## config.mk

```make
export PLATFORM = sky130hd
export DESIGN_NAME = note_sequencer_flat
export DESIGN_NICKNAME = d
export VERILOG_FILES = /design/src/rtl/note_sequencer_if.sv /design/src/rtl/note_sequencer.sv /design/src/flat_wrapper.sv
export SDC_FILE = /design/constraint.sdc
export NUM_CORES = 1
export LEC_CHECK = 0
export CORE_MARGIN = 2
export CORE_UTILIZATION = 43
export CTS_BUF_LIST = sky130_fd_sc_hd__clkbuf_8
export CTS_CLUSTER_SIZE = 12
export DETAILED_ROUTE_END_ITERATION = 10
export PLACE_DENSITY = 0.82
export SYNTH_ARGS = -nofsm -noshare
export SYNTH_HDL_FRONTEND = slang
export SYNTH_SLANG_ARGS = --single-unit
```

## constraint.sdc

```tcl
create_clock -name clk -period 1.8 [get_ports clk]
set_input_delay 0.36 -clock clk [delete_from_list [all_inputs] [get_ports clk]]
set_output_delay 0.36 -clock clk [all_outputs]
set_load 0.02 [all_outputs]
```

## src/rtl/note_sequencer_if.sv

```systemverilog
// Bundle of play controls, song-ROM bus and timer/note-player signals around note_sequencer.
// The master modport is the sequencer side; the slave modport is the surrounding environment.
interface note_sequencer_if #(
    parameter int ADDR_W = 5,
    parameter int NOTE_W = 6,
    parameter int DUR_W  = 7
);
    logic                      play;
    logic                      next;
    logic                      timer_done;
    logic [NOTE_W+DUR_W-1:0]   rom_data;
    logic [ADDR_W-1:0]         rom_addr;
    logic                      timer_load;
    logic [DUR_W-1:0]          timer_load_value;
    logic                      timer_gate;
    logic [NOTE_W-1:0]         note_out;
    logic                      note_valid;
    logic                      song_done;

    modport master (
        input  play, next, timer_done, rom_data,
        output rom_addr, timer_load, timer_load_value, timer_gate,
               note_out, note_valid, song_done
    );

    modport slave (
        output play, next, timer_done, rom_data,
        input  rom_addr, timer_load, timer_load_value, timer_gate,
               note_out, note_valid, song_done
    );
endinterface

```

## src/rtl/note_sequencer.sv

```systemverilog
// Walks a song ROM of {note, duration} entries, loading and gating the shared note timer.
// A zero duration or running past the last address ends the song.
module note_sequencer #(
    parameter int ADDR_W = 5,
    parameter int NOTE_W = 6,
    parameter int DUR_W  = 7
) (
    input  logic                 clk,
    input  logic                 reset,
    note_sequencer_if.master     bus
);

    typedef enum logic [2:0] {
        S_IDLE   = 3'd0,
        S_FETCH  = 3'd1,
        S_DECODE = 3'd2,
        S_PLAY   = 3'd3,
        S_PAUSE  = 3'd4,
        S_DONE   = 3'd5
    } state_t;

    state_t              state_r;
    logic [ADDR_W-1:0]   rom_addr_r;
    logic                timer_load_r;
    logic [DUR_W-1:0]    timer_load_value_r;
    logic                timer_gate_r;
    logic [NOTE_W-1:0]   note_out_r;
    logic                note_valid_r;
    logic                song_done_r;
    logic                pending_r;

    logic                advance_s;
    logic                at_last_s;
    logic [NOTE_W-1:0]   rom_note_s;
    logic [DUR_W-1:0]    rom_dur_s;

    assign rom_note_s = bus.rom_data[NOTE_W+DUR_W-1:DUR_W];
    assign rom_dur_s  = bus.rom_data[DUR_W-1:0];
    assign at_last_s  = (rom_addr_r == {ADDR_W{1'b1}});

    // Decide when the current entry is finished; next and timer_done together still mean one step.
    always_comb begin
        advance_s = 1'b0;
        case (state_r)
            S_PLAY:  advance_s = bus.timer_done | bus.next;
            S_PAUSE: advance_s = bus.next | (bus.play & (pending_r | bus.timer_done));
            default: advance_s = 1'b0;
        endcase
    end

    // Sequencer FSM with all outputs registered.
    always_ff @(posedge clk) begin
        if (reset) begin
            state_r            <= S_IDLE;
            rom_addr_r         <= {ADDR_W{1'b0}};
            timer_load_r       <= 1'b0;
            timer_load_value_r <= {DUR_W{1'b0}};
            timer_gate_r       <= 1'b0;
            note_out_r         <= {NOTE_W{1'b0}};
            note_valid_r       <= 1'b0;
            song_done_r        <= 1'b0;
            pending_r          <= 1'b0;
        end else begin
            timer_load_r <= 1'b0;
            if (advance_s) begin
                note_valid_r <= 1'b0;
                timer_gate_r <= 1'b0;
                pending_r    <= 1'b0;
                if (at_last_s) begin
                    // No wrap: the address stays on the last entry while DONE is shown.
                    state_r     <= S_DONE;
                    song_done_r <= 1'b1;
                end else begin
                    rom_addr_r <= rom_addr_r + {{(ADDR_W-1){1'b0}}, 1'b1};
                    state_r    <= S_FETCH;
                end
            end else begin
                case (state_r)
                    S_IDLE: begin
                        if (bus.play) begin
                            state_r <= S_FETCH;
                        end else begin
                            state_r <= S_IDLE;
                        end
                    end
                    S_FETCH: begin
                        note_valid_r <= 1'b0;
                        timer_gate_r <= 1'b0;
                        pending_r    <= 1'b0;
                        state_r      <= S_DECODE;
                    end
                    S_DECODE: begin
                        if (rom_dur_s == {DUR_W{1'b0}}) begin
                            state_r      <= S_DONE;
                            song_done_r  <= 1'b1;
                            note_valid_r <= 1'b0;
                            timer_gate_r <= 1'b0;
                        end else begin
                            note_out_r         <= rom_note_s;
                            timer_load_value_r <= rom_dur_s;
                            timer_load_r       <= 1'b1;
                            if (bus.play) begin
                                state_r      <= S_PLAY;
                                note_valid_r <= 1'b1;
                                timer_gate_r <= 1'b1;
                            end else begin
                                state_r      <= S_PAUSE;
                                note_valid_r <= 1'b0;
                                timer_gate_r <= 1'b0;
                            end
                        end
                    end
                    S_PLAY: begin
                        if (!bus.play) begin
                            state_r      <= S_PAUSE;
                            note_valid_r <= 1'b0;
                            timer_gate_r <= 1'b0;
                        end else begin
                            state_r <= S_PLAY;
                        end
                    end
                    S_PAUSE: begin
                        if (bus.play) begin
                            state_r      <= S_PLAY;
                            note_valid_r <= 1'b1;
                            timer_gate_r <= 1'b1;
                        end else if (bus.timer_done) begin
                            // Expiry while paused is remembered and acted on at resume.
                            pending_r <= 1'b1;
                        end else begin
                            state_r <= S_PAUSE;
                        end
                    end
                    S_DONE: begin
                        note_valid_r <= 1'b0;
                        timer_gate_r <= 1'b0;
                        if (!bus.play) begin
                            rom_addr_r  <= {ADDR_W{1'b0}};
                            song_done_r <= 1'b0;
                            state_r     <= S_IDLE;
                        end else begin
                            song_done_r <= 1'b1;
                        end
                    end
                    default: begin
                        state_r <= S_IDLE;
                    end
                endcase
            end
        end
    end

    assign bus.rom_addr         = rom_addr_r;
    assign bus.timer_load       = timer_load_r;
    assign bus.timer_load_value = timer_load_value_r;
    assign bus.timer_gate       = timer_gate_r;
    assign bus.note_out         = note_out_r;
    assign bus.note_valid       = note_valid_r;
    assign bus.song_done        = song_done_r;

endmodule

```

## src/flat_wrapper.sv

```systemverilog
// flat-port wrapper written by rule: the top's interface ports become plain ports
module note_sequencer_flat 
#(
    parameter int ADDR_W = 5,
    parameter int NOTE_W = 6,
    parameter int DUR_W  = 7
)
  (clk, reset, bus_play, bus_next, bus_timer_done, bus_rom_data, bus_rom_addr, bus_timer_load, bus_timer_load_value, bus_timer_gate, bus_note_out, bus_note_valid, bus_song_done);
  note_sequencer_if #(.ADDR_W(ADDR_W), .NOTE_W(NOTE_W), .DUR_W(DUR_W)) bus_i ();
  input  logic clk;
  input  logic reset;
  input wire logic [$bits(bus_i.play)-1:0] bus_play;
  input wire logic [$bits(bus_i.next)-1:0] bus_next;
  input wire logic [$bits(bus_i.timer_done)-1:0] bus_timer_done;
  input wire logic [$bits(bus_i.rom_data)-1:0] bus_rom_data;
  output wire logic [$bits(bus_i.rom_addr)-1:0] bus_rom_addr;
  output wire logic [$bits(bus_i.timer_load)-1:0] bus_timer_load;
  output wire logic [$bits(bus_i.timer_load_value)-1:0] bus_timer_load_value;
  output wire logic [$bits(bus_i.timer_gate)-1:0] bus_timer_gate;
  output wire logic [$bits(bus_i.note_out)-1:0] bus_note_out;
  output wire logic [$bits(bus_i.note_valid)-1:0] bus_note_valid;
  output wire logic [$bits(bus_i.song_done)-1:0] bus_song_done;
  assign bus_i.play = bus_play;
  assign bus_i.next = bus_next;
  assign bus_i.timer_done = bus_timer_done;
  assign bus_i.rom_data = bus_rom_data;
  assign bus_rom_addr = bus_i.rom_addr;
  assign bus_timer_load = bus_i.timer_load;
  assign bus_timer_load_value = bus_i.timer_load_value;
  assign bus_timer_gate = bus_i.timer_gate;
  assign bus_note_out = bus_i.note_out;
  assign bus_note_valid = bus_i.note_valid;
  assign bus_song_done = bus_i.song_done;
  note_sequencer #(.ADDR_W(ADDR_W), .NOTE_W(NOTE_W), .DUR_W(DUR_W)) u_core (.clk(clk), .reset(reset), .bus(bus_i));
endmodule
```

==> results.toml <==
[drt]
dr.pass1.iters = 7
drcViolationCount = 1
drt_iter0_drc = 69
vias_per_cell = 5.804
drt_wl_total_um = 3676
ant_nets = 0
wl_per_cell_um = 15.98
num_vias = 1335

[sta]
fmax_mhz = 570.1
period_share_pct = 97.45
fin_crit_ns = 1.754
hold_violations = 0
slew-limit-headroom_pct = 63.74
tightest_slew_ns = 0.5427
setup_viol = 0
fin_ws_ns = 0.04599
drv_slew = 0
finalSetupTns_ns = 0
skew_ns = 0.008218

[critical_path]
critical_path_class = "flop to flop"
reg2reg_from = "u_core.state_r[0]"
cp_slowest_cell = "or4_4"
crit_path_max_fanout = 4
cp-end-kind = "flop"
worst_setup_path_start_kind = "flop"
crit_arrival_ns = 1.97
cp_cell_sequence = "buf_4 -> or3b_4 -> a2bb2oi_4 -> or4_4 -> a21boi_2"
cpPeakStageDelay_ns = 0.49
worstPathRequired_ns = 2.02
crit_start = "u_core.state_r[0]"

[layout]
final_layout_size_suffix_gt1_share_pct = 20.10
layout.nets = 220
final_core_util_pct = 68.87
instances_no_fill = 230
antenna_cells = 0
syn_to_final_growth_pct = 49.90
fillers = 213
final_cell_mix = "clkdlybuf4s50_1 (39), dfxtp_1 (21), nor2_1 (20), buf_4 (20), mux2i_1 (13)"
final_common_cell = "clkdlybuf4s50_1"

[power_and_ir_drop]
p_per_area_nw_per_um2 = 699.8
ir_drop_mv = 0.5427
p_leak_nw = 0.6949

[grt]
grt_pass1_vias = 1367
grt-ovfl-total = 0
grt_pass1_wl_um = 5954
track_usage_pct = 22.29
grt_max_degree = 16
antenna_found_initial = 0

[clock_tree]
clk_pin_slew_worst_paths_ns = 0.09
cts_sinks = 25
clock_latency_ns = 0.27
cts_tree = "built"
clock_path_buffers = 2
cts-root-buf = "clkbuf_8"
htree_levels = 1
numCtsBuffers = 3

[yosys]
synth-main-ff-cell = "dfxtp_1"
synth-seq-area-share_pct = 38.83
ys_ff_latch = 25
syn_nets = 164
synth-edff-count = 0
yosysUniqueCellTypes = 41
synthArstFlopShare_pct = 0
netlist_instances = 144
synth.avg_cell_area_sq_um = 8.950
yosys_warnings = 0
netlist_area_sq_um = 1289

[die]
die_area_sq_um = 3451
rows = 19
ios = 40
die_w_um = 58.75
start_util_pct = 45.94
die_y_um = 58.75
coreArea_sq_um = 2805

[run_status]
outcome = "finished with violations"
failed_checks = "DRC"

[placement]
post-place-ws_ns = -0.4890
place_inst = 222
port_buffers = 39
place.gp.congestion = 0.8455
dp_hpwl_um = 2677

[run]
drv_cap = 0

[worst_hold_path]
min_path_type = "flop to flop"
hp-start = "u_core.bus.timer_load_value[2]"
[flip-flops by register name, summed over array words and instances (netlist names)]
signal / count
u_core.pending_r: 1
u_core.state_r: 3
u_core.bus.rom_addr: 5
u_core.bus.song_done: 1
u_core.bus.timer_load: 1
u_core.bus.note_valid: 1
u_core.bus.note_out: 6
u_core.bus.timer_load_value: 7
[worst max-delay path: cells and delay by family, from the launching register on]
| kind | cells | cell delay, ns |
|---|---|---|
| AO/OA/AOI/OAI | 2 | 0.33 |
| AND/OR/NAND/NOR | 2 | 0.88 |
| buffers and inverters | 1 | 0.14 |
| flip-flops | 1 | 0.35 |
[synthesized netlist by cell type (2+ instances only)]
cell	instances	area, sq um
nor2_1	20	75.07
a211oi_1	3	22.52
clkbuf_1	4	15.01
nor3_1	2	10.01
dfxtp_1	25	500.5
or3_1	2	12.51
o21ai_0	5	25.02
inv_1	2	7.510
nand2b_1	3	18.77
ha_1	2	25.02
mux2i_1	13	130.1
nand3_1	4	20.02
a21o_1	2	15.01
nand2_1	6	22.52
o2bb2ai_1	2	17.52
a31oi_1	2	12.51
buf_4	4	30.03
nor2b_1	5	31.28
and3_1	2	12.51
o221ai_1	5	43.79
o31ai_1	2	15.01
a21oi_1	10	50.05
[per-layer routing]
metal	vias up	part of all wire (%)	wire length, um	global-route usage (%)
met5	-	0	0	0
met1	640	40	1478	26.69
met2	50	52	1929	37.62
li1	636	-	-	-
met4	0	2.3	86	11.04
met3	9	5.0	182	4.615
[stage by stage]
stage,total power (W),hold slack [ns],area [sq um]
final,0.001352,0.5005,1932
after CTS,0.001344,0.5036,1883
after detailed placement,0.001006,0.4889,1792
after floorplan,0.0008432,0.4316,1291
after global routing,0.001413,0.5385,1932
after global placement,0.0009908,0.4773,1792
[cells by family after synthesis]
kind of cell / share of synthesized area (%)
compound gates: 22.62
fa+ha+maj: 1.941
buf+inv: 4.951
flops: 38.83
mux: 10.10
simple gates: 21.55
[power breakdown]
part	leakage, nW	switching (W)	total, W	internal (W)
combinational	0.465	0.000197	0.000404	0.000207
clock	0.0255	0.000181	0.000336	0.000155
sequential	0.204	0.0000227	0.000612	0.000589
[area by class of cell]
type / instances / area, sq um / area share [%]
clock buffer: 3 / 41.29 / 2.137
clock inverter: 1 / 5.005 / 0.2591
inverter: 2 / 7.507 / 0.3886
multi-input combinational: 108 / 782.0 / 40.48
sequential: 25 / 505.5 / 26.17
tap: 31 / 38.79 / 2.008
timing repair buffer: 60 / 551.8 / 28.56
[what timing repair did]
action,4_1_cts,5_1_grt
hold buffers,0,0
setup endpoints to repair,15,3
setup buffers,3,1
pin swaps,1,3
resized for setup,5,8
[path summary, 6_finish.rpt]
kind / to / slack, ns / cells after the start
min: u_core.bus.timer_load_value[2] / 0.50 / 2
max: u_core.bus.rom_addr[3] / 0.05 / 5
min reg2reg: u_core.bus.timer_load_value[2] / 0.50 / 2
max reg2reg: u_core.bus.rom_addr[3] / 0.05 / 5
(Power assumes the default switching activity.)
